--- src/rtl/if_stage.sv ---
// RV32I instruction-fetch stage: owns the PC, issues in-order imem requests,
// buffers returned words in a small fetch queue and drives the IF/ID register.
module if_stage #(
  parameter int unsigned      WIDTH    = 32,
  parameter logic [WIDTH-1:0] RESET_PC = '0,
  parameter int unsigned      QDEPTH   = 2
) (
  input  logic             clk,
  input  logic             rst_n,
  output logic             imem_req,
  output logic [WIDTH-1:0] imem_addr,
  input  logic             imem_gnt,
  input  logic             imem_rvalid,
  input  logic [WIDTH-1:0] imem_rdata,
  input  logic             redirect,
  input  logic [WIDTH-1:0] redirect_pc,
  input  logic             stall,
  output logic             id_valid,
  output logic [WIDTH-1:0] id_instr,
  output logic [WIDTH-1:0] id_pc,
  output logic [WIDTH-1:0] id_pc4
);

  localparam int AW = (QDEPTH > 1) ? $clog2(QDEPTH) : 1;
  localparam int CW = AW + 1;
  // stale responses from back-to-back redirects can stack beyond one queue's worth
  localparam int DW = AW + 3;
  localparam logic [WIDTH-1:0] NOP        = WIDTH'(32'h0000_0013);
  localparam logic [WIDTH-1:0] PC_STEP    = WIDTH'(4);
  localparam logic [WIDTH-1:0] ALIGN_MASK = ~WIDTH'(3);

  logic [WIDTH-1:0] pc;
  logic [AW-1:0]    head, tail, fptr;
  logic [CW-1:0]    occ, n_unf;
  logic [DW-1:0]    drop_cnt;
  logic [QDEPTH-1:0] filled;
  logic [WIDTH-1:0] q_pc    [QDEPTH];
  logic [WIDTH-1:0] q_instr [QDEPTH];

  logic             alloc, fill, dropping, rv_consumed;
  logic             head_filled, bypass, pop;
  logic [WIDTH-1:0] head_instr;

  assign imem_req  = rst_n && (occ < CW'(QDEPTH)) && !redirect;
  assign imem_addr = pc;

  assign alloc       = imem_req && imem_gnt;
  assign dropping    = imem_rvalid && (drop_cnt != '0);
  assign fill        = imem_rvalid && (drop_cnt == '0) && (n_unf != '0);
  assign rv_consumed = imem_rvalid && ((drop_cnt != '0) || (n_unf != '0));

  // an unfilled head is always the oldest unfilled entry, so a fill there can bypass
  assign head_filled = (occ != '0) && filled[head];
  assign bypass      = (occ != '0) && fill && (fptr == head);
  assign pop         = !redirect && !stall && (head_filled || bypass);
  assign head_instr  = filled[head] ? q_instr[head] : imem_rdata;

  always_ff @(posedge clk or negedge rst_n) begin
    if (!rst_n) begin
      pc       <= RESET_PC;
      head     <= '0;
      tail     <= '0;
      fptr     <= '0;
      occ      <= '0;
      n_unf    <= '0;
      drop_cnt <= '0;
      filled   <= '0;
      id_valid <= 1'b0;
      id_instr <= NOP;
      id_pc    <= RESET_PC;
      id_pc4   <= RESET_PC + PC_STEP;
    end else if (redirect) begin
      pc       <= redirect_pc & ALIGN_MASK;
      head     <= '0;
      tail     <= '0;
      fptr     <= '0;
      occ      <= '0;
      n_unf    <= '0;
      filled   <= '0;
      drop_cnt <= drop_cnt + DW'(n_unf) + DW'(alloc) - DW'(rv_consumed);
      id_valid <= 1'b0;
      id_instr <= NOP;
    end else begin
      if (alloc) begin
        pc           <= pc + PC_STEP;
        tail         <= tail + AW'(1);
        filled[tail] <= 1'b0;
      end
      if (fill) begin
        fptr         <= fptr + AW'(1);
        filled[fptr] <= 1'b1;
      end
      if (dropping)
        drop_cnt <= drop_cnt - DW'(1);
      if (pop)
        head <= head + AW'(1);
      occ   <= occ + CW'(alloc) - CW'(pop);
      n_unf <= n_unf + CW'(alloc) - CW'(fill);
      if (!stall) begin
        if (pop) begin
          id_valid <= 1'b1;
          id_instr <= head_instr;
          id_pc    <= q_pc[head];
          id_pc4   <= q_pc[head] + PC_STEP;
        end else begin
          id_valid <= 1'b0;
          id_instr <= NOP;
        end
      end
    end
  end

  always_ff @(posedge clk) begin
    if (alloc)
      q_pc[tail] <= pc;
    if (fill)
      q_instr[fptr] <= imem_rdata;
  end

  a_rvalid_expected: assert property (@(posedge clk) disable iff (!rst_n)
    imem_rvalid |-> ((drop_cnt != '0) || (n_unf != '0)));

endmodule
--- config.mk ---
export PLATFORM = sky130hd
export DESIGN_NAME = if_stage
export DESIGN_NICKNAME = d
export VERILOG_FILES = /design/src/rtl/if_stage.sv
export SDC_FILE = /design/constraint.sdc
export NUM_CORES = 1
export LEC_CHECK = 0
export CAP_MARGIN = 10
export CORE_MARGIN = 2
export CORE_UTILIZATION = 50
export CTS_BUF_LIST = sky130_fd_sc_hd__clkbuf_2
export DETAILED_ROUTE_END_ITERATION = 8
export PLACE_DENSITY_LB_ADDON = 0.2
export SLEW_MARGIN = 25
export SYNTH_ARGS = -nofsm -noshare
export SYNTH_HDL_FRONTEND = slang
export SYNTH_SLANG_ARGS = --single-unit
--- constraint.sdc ---
create_clock -name clk -period 3.4 [get_ports clk]
set_input_delay 0.34 -clock clk [delete_from_list [all_inputs] [get_ports clk]]
set_output_delay 0.34 -clock clk [all_outputs]
set_load 0.05 [all_outputs]
### Word level (Yosys, flattened, before mapping)

Memories as Yosys holds them, arrays and structs flattened.
Cells that the tools add are included.

| storage, ports and cells | value |
|---|---|
| memories | 2 |
| flip-flop bits (word level) | 142 |
| memory bits (writable) | 128 |
| input bits | 70 |

Memories:

| memory | depth | width | rd ports | clocked after memory_dff | write ports | line | RTL |
|---|---|---|---|---|---|---|---|
| q_instr | 2 | 32 | 1 | 0 | 1 | 38 | `logic [WIDTH-1:0] q_instr [QDEPTH];` |
| q_pc | 2 | 32 | 1 | 0 | 1 | 37 | `logic [WIDTH-1:0] q_pc [QDEPTH];` |

| operators by class | value |
|---|---|
| $add $sub $neg | 13 |
| muxes and demuxes | 33 |
| bitwise operators | 5 |
| $lt $le $gt $ge | 6 |
| equality and inequality tests | 2 |
| reduce and logical (&&, ||, !) cells | 27 |

Operators by type and width:

| operator | count |
|---|---|
| $mux W32 | 6 |
| $add A32 B3 Y32 const B | 2 |
| $mux W1 | 17 |
| $logic_and A1 B1 Y1 | 14 |
| $mux W2 | 6 |
| $reduce_bool A2 Y1 | 6 |
| $mux W4 | 2 |
| $lt A1 B2 Y1 const B | 3 |
| $add A2 B1 Y2 | 2 |
| $add A4 B1 Y4 | 1 |
| $add A4 B2 Y4 | 1 |
| $logic_not A4 Y1 | 1 |
| $reduce_bool A4 Y1 | 1 |
| $sub A2 B1 Y2 | 2 |
| $sub A4 B1 Y4 | 1 |
| $sub A4 B1 Y4 const B | 1 |
| $add A1 B1 Y1 const B | 3 |
| $reduce_and A3 Y1 | 1 |
| $and A2 B2 Y2 | 1 |
| $demux W1 S1 | 2 |
| $ge A1 B1 Y1 const B | 2 |
| $logic_not A1 Y1 | 2 |
| $logic_or A1 B1 Y1 | 2 |
| $lt A2 B2 Y1 const B | 1 |
| other kinds (5) | 6 |

### Logic depth before layout (Yosys ltp)

Gate-level depths: netlist of the first run.

| logic depth | value |
|---|---|
| word-level depth | 11 |
| depth in mapped cells | 13 |

### Least setup slack after synthesis of the first run

OpenSTA, ideal clock, no wires.

| timing path | value |
|---|---|
| path kind | reg2reg |
| start point | reg head |
| end point | reg id_pc4[22] |
| path slack | 629 ps |
| arrival | 2691 ps |
| clock period less this slack | 2771 ps |
| data required time | 3320 ps |
| stages on the path, launching flop included | 13 |
| cell sequence | dfrtp_1 buf_6 buf_4 buf_2 buf_2 mux2_2 ha_1 nand4b_2 a22oi_2 nand4_1 buf_2 or4b_4 o211ai_2 |

| between the ends | value |
|---|---|
| word-level cells in the longest chain between the ends | 6 |

Ends and longest elaborated chain:

| item | line | RTL |
|---|---|---|
| from (decl) | 33 | `logic [AW-1:0] head, tail, fptr;` |
| from (signal assigned) | 96 | `head <= head + AW'(1);` |
| parallel branches: the longest is 6 deep, another holds $mem_v2 Z2 W32 | n/a |  |
| to (signal assigned) | 71 | `id_pc4 <= RESET_PC + PC_STEP;` |
| to (signal assigned) | 104 | `id_pc4 <= q_pc[head] + PC_STEP;` |
| to (decl) | 21 | `output logic [WIDTH-1:0] id_pc4` |

Several ways; the timed one is not identified. The select of a mux whose other input is x is not followed.
A chain may end at the register's enable or synchronous reset.

### Final worst setup path of the first run

| timing path | value |
|---|---|
| start point | in redirect |
| end point | out imem_req |

| between the ends | value |
|---|---|
| word-level cells in the longest chain between the ends | 2 |

Ends and longest elaborated chain:

| item | line | RTL |
|---|---|---|
| from (decl) | 15 | `input logic redirect,` |
| $logic_not A1 Y1 | 44 | `assign imem_req = rst_n && (occ < CW'(QDEPTH)) && !redirect;` |
| $logic_and A1 B1 Y1 | 44 |  |
| to (decl) | 10 | `output logic imem_req,` |

Every way passes these cells.

==> metrics.txt, run 1 <==
ys flop type dfrtp_1; worst-skew pair later-pin latency roughly 0.8 ns; outcome complete, no violations; Max Cap Viol 0; Pre-antenna DRT Iters 5; worst path required time 3.06 ns; Hold Path End imem_addr[18]; critical path type input pin to primary output; Flop pwr share 52.8%; DRC 0; pwr dens between 400 and 500 mW/mm^2; Critical R2R Capture id_pc4[25]; final cell utilization of the core 63.6%; largest stage delay on the critical path 0.84 ns; clock power share 33.6%; FF-to-FF path depth 6; Die ar. about 0.024 mm^2; met3 usage 4.87%; routed via count 8304; ys async rst share 52.3%; Distinct cells, synth 70; CP Cell Sequence dlygate4sd3_1 -> buf_2 -> buf_4 -> nor3b_1 -> clkdlybuf4s50_1; routability cong. 0.815; largest net degree at the start of global routing 110; Total GRT Usage between 20% and 30%; GRT Max-Usage Layer met1; Leak Pwr about 0.0057 uW; synthesis-stage register bit count 260; switching share of total power 28.3%; Worst Min Path Start redirect_pc[18]; final wirelength 26700 um; final setup fails 0; Seq/Total Area, Yosys 61.5%; mux cell area share after synthesis 6.27%; synthesized area ~0.012 mm^2; Max Slew Vio Count 0; post-synthesis compound-gate area fraction 10.1%; via count of the first global-routing pass 8111; DRT antenna net count 0; Clock Tree Root clkbuf_2; Synth top area share 32.1%; CTS tree yes; met1 usage between 30% and 40%; P&R area growth vs syn 24.5%; unrepaired setup endpoints after global routing no; final hold vios 0; vias per cell 5.33; Crit-path slowest cell clkdlybuf4s50_1; Final nets 1305; Synth Area in XOR/XNOR 3.47%; hold depth 3; Synth Warn # 0; Synth area leader edfxtp_1; share of post-route cells with drive strength above 1 12.7%; adder-cell area share of the yosys netlist 1.64%; Rel. slew slack 33.5%; first-pass GRT wire length 42400 um; H-Tree Depth 3; Comb pwr share 13.6%; Tightest Pin Transition 0.997 ns; r2r startpoint head; CP endpoint kind primary output; core box area 0.0227 mm^2; site row count 55; GR Layer Usage met2 31.4%; initial core utilization approximately half; min-delay worst type input pin to flip-flop; synthesized area per cell 11.6 um^2; largest family of logic cells by synthesized area simple AND/OR/NAND/NOR gates; fillers 1883; r2r setup slk 0.61 ns; setup TNS 0 ns; per-cell routed wire length 17.2 um; Post-synth top cells 154 x nand2_1, 132 x dfrtp_1, 124 x edfxtp_1; peak supply drop 0.000317 V; fmax 0.354 GHz; # IOs 200; CTS Buf Count 67; setup bufs post-CTS 0; min Tclk post-route between 2 and 3 ns; EDFF count, synth 124; Internal 4800 uW; Die Y 156 um; buffer depth of the longest clock path 3; Worst-path clk slew ~0.12 ns; Crit Path Max Fanout 74; GRT overflow 0; DRT iter0 DRCs 480; count leader, synth nand2_1; top area cells in the synthesized netlist edfxtp_1 32%, dfrtp_1 28%, mux2i_1 5.0%; Sink Count 260; Net Switching around 1900 uW; DPL Wire Length approximately 18000 um; Syn Inst Count 996; initial antenna violation count 1; worst setup skew after layout around 0.08 ns; area fraction in and, or, nand and nor cells after synthesis 13.6%; CP Launch Type input pin; Port-buffer cells 191; WP data arrival 2.48 ns; final worst-path cycle share 83.1%; DIE WIDTH between 150 and 200 um
==> power by group through the flow <==
stage / Clock [uW] / Sequential, uW / Combinational [uW]
6_report: 2250 / 3540 / 908
5_1_grt: 2480 / 3560 / 995
4_1_cts: 2330 / 3540 / 918
3_5_place_dp: 0 / 3600 / 908
3_3_place_gp: 0 / 3600 / 892
2_1_floorplan: 0 / 3750 / 404
==> per-stage QoR <==
step | setup slack (ns) | total power (uW) | hold WS [ns] | instance area [um^2] | std cells
floorplan | 0.629 | 4150 | 0.0444 | 11600 | 1001
global placement | 0.608 | 4490 | 0.187 | 13800 | 1434
detailed placement | 0.583 | 4510 | 0.188 | 13800 | 1434
CTS | 0.578 | 6780 | 0.0145 | 14400 | 1556
global route | 0.436 | 7030 | 0.0502 | 14400 | 1557
finish | 0.576 | 6700 | 0.0864 | 14400 | 1557
==> worst max-delay path: cells and delay by family <==
kind          cells  cell delay (ns)
buf+inv           4             1.83
simple gates      1             0.31
==> registers in the layout, indices dropped and copies added, names as in the netlist <==
name and count:
imem_addr 30, tail 1, q_pc 60, n_unf 2
id_pc4 30, id_instr 32, id_pc 30, filled 2
occ 2, head 1, fptr 1, drop_cnt 4
q_instr 64, id_valid 1
==> worst max-delay path by stage <==
stage	cells past startpoint	from	endpoint	slack, ns
2_1_floorplan	12	head	id_pc4[22]	0.63
3_3_place_gp	8	imem_gnt	drop_cnt[2]	0.61
3_5_place_dp	8	imem_gnt	drop_cnt[2]	0.58
4_1_cts	5	redirect	imem_req	0.58
5_1_grt	6	head	id_pc4[25]	0.44
6_report	5	redirect	imem_req	0.58
==> layout by cell type, fill, tap and decap left out, types with 24 or more instances in the layout <==
cell type        instances
a21oi_1                 48
clkbuf_2               101
clkdlybuf4s50_1        189
dfrtp_1                131
edfxtp_1               124
inv_1                   24
mux2i_1                 57
nand2_1                154
nand3_1                 31
nor2_1                  56
o21ai_0                 94
xnor2_1                 35
==> kinds of logic (layout without fill, tap and decap cells) <==
family / Yosys count / after routing
xor+xnor: 46 / 46
simple gates: 326 / 326
buf+inv: 83 / 353
other cells: 1 / 7
compound gates: 195 / 195
flops: 260 / 260
fa+ha+maj: 14 / 14
mux: 71 / 71
==> layer usage <==
layer  routed length [um]  vias up
met5                    0        -
met4                  533        0
met3                 1730       41
met2                11600      303
met1                12800     3915
li1                     -     4045
==> layout make-up <==
type	instances	area [um^2]	share of cell area [%]
Timing Repair Buffer	209	2080	14.4
Clock inverter	18	148	1.02
Multi-Input combinational cell	658	4120	28.5
Inverter	25	93.8	0.650
Antenna cell	1	2.50	0.0173
Tap cell	285	357	2.47
Sequential cell	260	7140	49.4
Clock buffer	101	505	3.50
==> repair_timing <==
item,in CTS,in global routing
hold buffers,3,0
resized for setup,0,0
endpoints found under the hold margin,133,0
Power figures use the tool's default switching activity.
==> inputs of run 2 (changes only) <==
==> constraint.sdc (replaced) <==
create_clock -name clk -period 2.89 [get_ports clk]
set_input_delay 0.289 -clock clk [delete_from_list [all_inputs] [get_ports clk]]
set_output_delay 0.289 -clock clk [all_outputs]
set_load 0.05 [all_outputs]
==> metrics.txt, run 2 (synthesized netlist as in run 1, its figures left out) <==
min-delay worst type input pin to flip-flop; most frequent cells in the layout 189 x clkdlybuf4s50_1, 154 x nand2_1, 131 x dfrtp_1, 124 x edfxtp_1, 105 x clkbuf_2; most common cell after layout, fill and taps aside clkdlybuf4s50_1; Die Y 156 um (unchanged); DRT antenna net count 0 (unchanged); biggest regs q_instr x64, q_pc x60, id_instr x32; r2r startpoint head; # IOs 200 (unchanged); DRC 0 (unchanged); Max Cap Viol 0 (unchanged); final hold vios 0 (unchanged); Rel. slew slack 36.6% (+3.1 points); worst path required time 3.53 ns (+0.47 ns); site row count 55 (unchanged); setup TNS 0 ns (unchanged); Leak Pwr 0.00588 uW (+2.4%); max reg flops 64 (unchanged); setup bufs post-CTS 0 (unchanged); final wirelength 26900 um (+0.72%); fillers 1850 (-1.8%); Tightest Pin Transition 0.951 ns (-0.0460 ns); final worst-path cycle share just over 90%; routed via count 8511 (+2.5%); Placement Setup Slack 0.299 ns (-0.284 ns); Final WS setup 0.272 ns (-0.305 ns); routability cong. 0.835 (+2.5%); vias per cell 5.36 (+0.49%); DRT iter0 DRCs 511 (+6.5%); first-pass GRT wire length 43200 um (+1.9%); Clock Tree Root clkbuf_2; CTS Buf Count 68 (+1.5%); outcome complete, no violations; DPL Wire Length 18000 um (+0.77%); Port-buffer cells 191 (unchanged); initial core utilization 51.1% (unchanged); worst-skew pair later-pin latency 0.82 ns (+0.03 ns); Crit Path Max Fanout 7 (-91%); worst setup skew after layout 0.0986 ns (+0.0188 ns); Max Slew Vio Count 0 (unchanged); largest net degree at the start of global routing 71 (-35%); min Tclk post-route 2.62 ns; unrepaired setup endpoints after global routing no; Worst Min Path Start redirect_pc[7]; P&R area growth vs syn 26.8%; CP Cell Sequence mux2_2 -> ha_1 -> nand4_1 -> a22oi_2 -> nand4_1 -> buf_4 -> o211a_1 -> a211o_1; share of post-route cells with drive strength above 1 13.6% (+0.86 points); per-cell routed wire length 16.9 um (-1.3%); GRT overflow 0 (unchanged); pwr dens 539 mW/mm^2 (+16%); Sink Count 260 (unchanged); H-Tree Depth 3 (unchanged); CTS tree yes; largest stage delay on the critical path 0.52 ns (-0.32 ns); CP Launch Point head; Total GRT Usage 22.4% (+0.25 points); Die ar. 0.0244 mm^2 (unchanged); Final nets 1333 (+2.1%); multi-input logic area 0.00412 mm^2 (unchanged); via count of the first global-routing pass 8227 (+1.4%); DIE WIDTH 156 um (unchanged); buffer depth of the longest clock path 3 (unchanged); initial antenna violation count 2 (+1); Worst-path clk slew 0.10 ns (-0.02 ns); FF+latch area 0.00714 mm^2 (unchanged); core box area 0.0227 mm^2 (unchanged); Largest Register q_instr; CP endpoint kind flip-flop; peak supply drop 0.000296 V (-6.7%); Crit-path slowest cell dfrtp_4; CP most frequent cell nand4_1; CP Launch Type flip-flop; WP data arrival 3.25 ns (+0.77 ns); final setup fails 0 (unchanged); fmax 0.382 GHz; Pre-antenna DRT Iters 5 (unchanged); critical path type flip-flop to flip-flop
[run 2: cell types whose count changed in the layout (fill, tap and decap cells not counted), sizes merged]
cell,before,now
inv,26,25
dlygate4sd3,3,20
diode,1,2
clkbuf,101,105
buf,17,27
[run 2: per-stage QoR]
stage	hold slack, ns	std cells	cell area [um^2]	utilization (%)	power, uW
5_1_grt	0.0184	1588	14700	64.8	8330
2_1_floorplan	-0.00659	1001	11600	-	4890
3_3_place_gp	0.106	1444	13800	60.9	5280
4_1_cts	0.00161	1586	14700	64.8	8050
6_report	0.0839	1588	14700	64.8	7930
3_5_place_dp	0.107	1444	13800	60.9	5320
[run 2: cell type report]
| type | instances | share of cell area (%) |
|---|---|---|
| clock buffers | 105 | 3.57 |
| multi-input cells | 658 | 28.0 |
| clock inverters | 17 | 1.05 |
| flip-flops and latches | 260 | 48.5 |
| well taps | 285 | 2.42 |
| repair buffers | 236 | 15.8 |
| inverters | 25 | 0.638 |
| diodes | 2 | 0.0340 |
[run 2: worst paths after layout]
check                          endpoint  slack [ns]  cells after the start
min in group asynchronous  id_instr[25]        0.31                      3
max                          id_pc4[28]        0.27                      8
min                        imem_addr[7]        0.08                      3
max reg2reg                  id_pc4[28]        0.27                      8
max in group asynchronous          head        1.00                      4
min reg2reg                   id_pc4[3]        0.48                      2
[run 2: layer usage]
layer  track usage (%)  wire length [um]  vias up
met4              6.55               397        0
met2              33.0             12000      270
met5                 0                 0        -
met1              33.4             12800     4081
met3              5.10              1640       37
li1                  -                 -     4123
[run 2: what timing repair did]
action,in CTS,in global routing
hold buffers,20,0
hold endpoints to repair,101,0
resized for setup,0,0
[run 2: power by group]
part	internal [uW]	switching, uW	total (uW)
Combinational	454	645	1100
Clock	1230	1440	2670
Sequential	4020	145	4160
[run 2: critical path: cells and delay by family, from the launching register on]
kind	cells	cell delay, ns
buffers and inverters	1	0.25
AND/OR/NAND/NOR	2	0.47
flip-flops	1	0.52
adder cells (fa/ha/maj)	1	0.27
AO/OA/AOI/OAI	3	0.73
multiplexers	1	0.25
==> inputs of run 3 (changes only) <==
--- a/config.mk
+++ b/config.mk
@@ -9,6 +9,7 @@
 export CORE_MARGIN = 2
 export CORE_UTILIZATION = 50
 export CTS_BUF_LIST = sky130_fd_sc_hd__clkbuf_2
+export CTS_CLUSTER_DIAMETER = 100
 export DETAILED_ROUTE_END_ITERATION = 8
 export PLACE_DENSITY_LB_ADDON = 0.2
 export SLEW_MARGIN = 25
==> results of run 3 <==
Same layout as run 2: the final DEF is identical, and so are final timing and power.
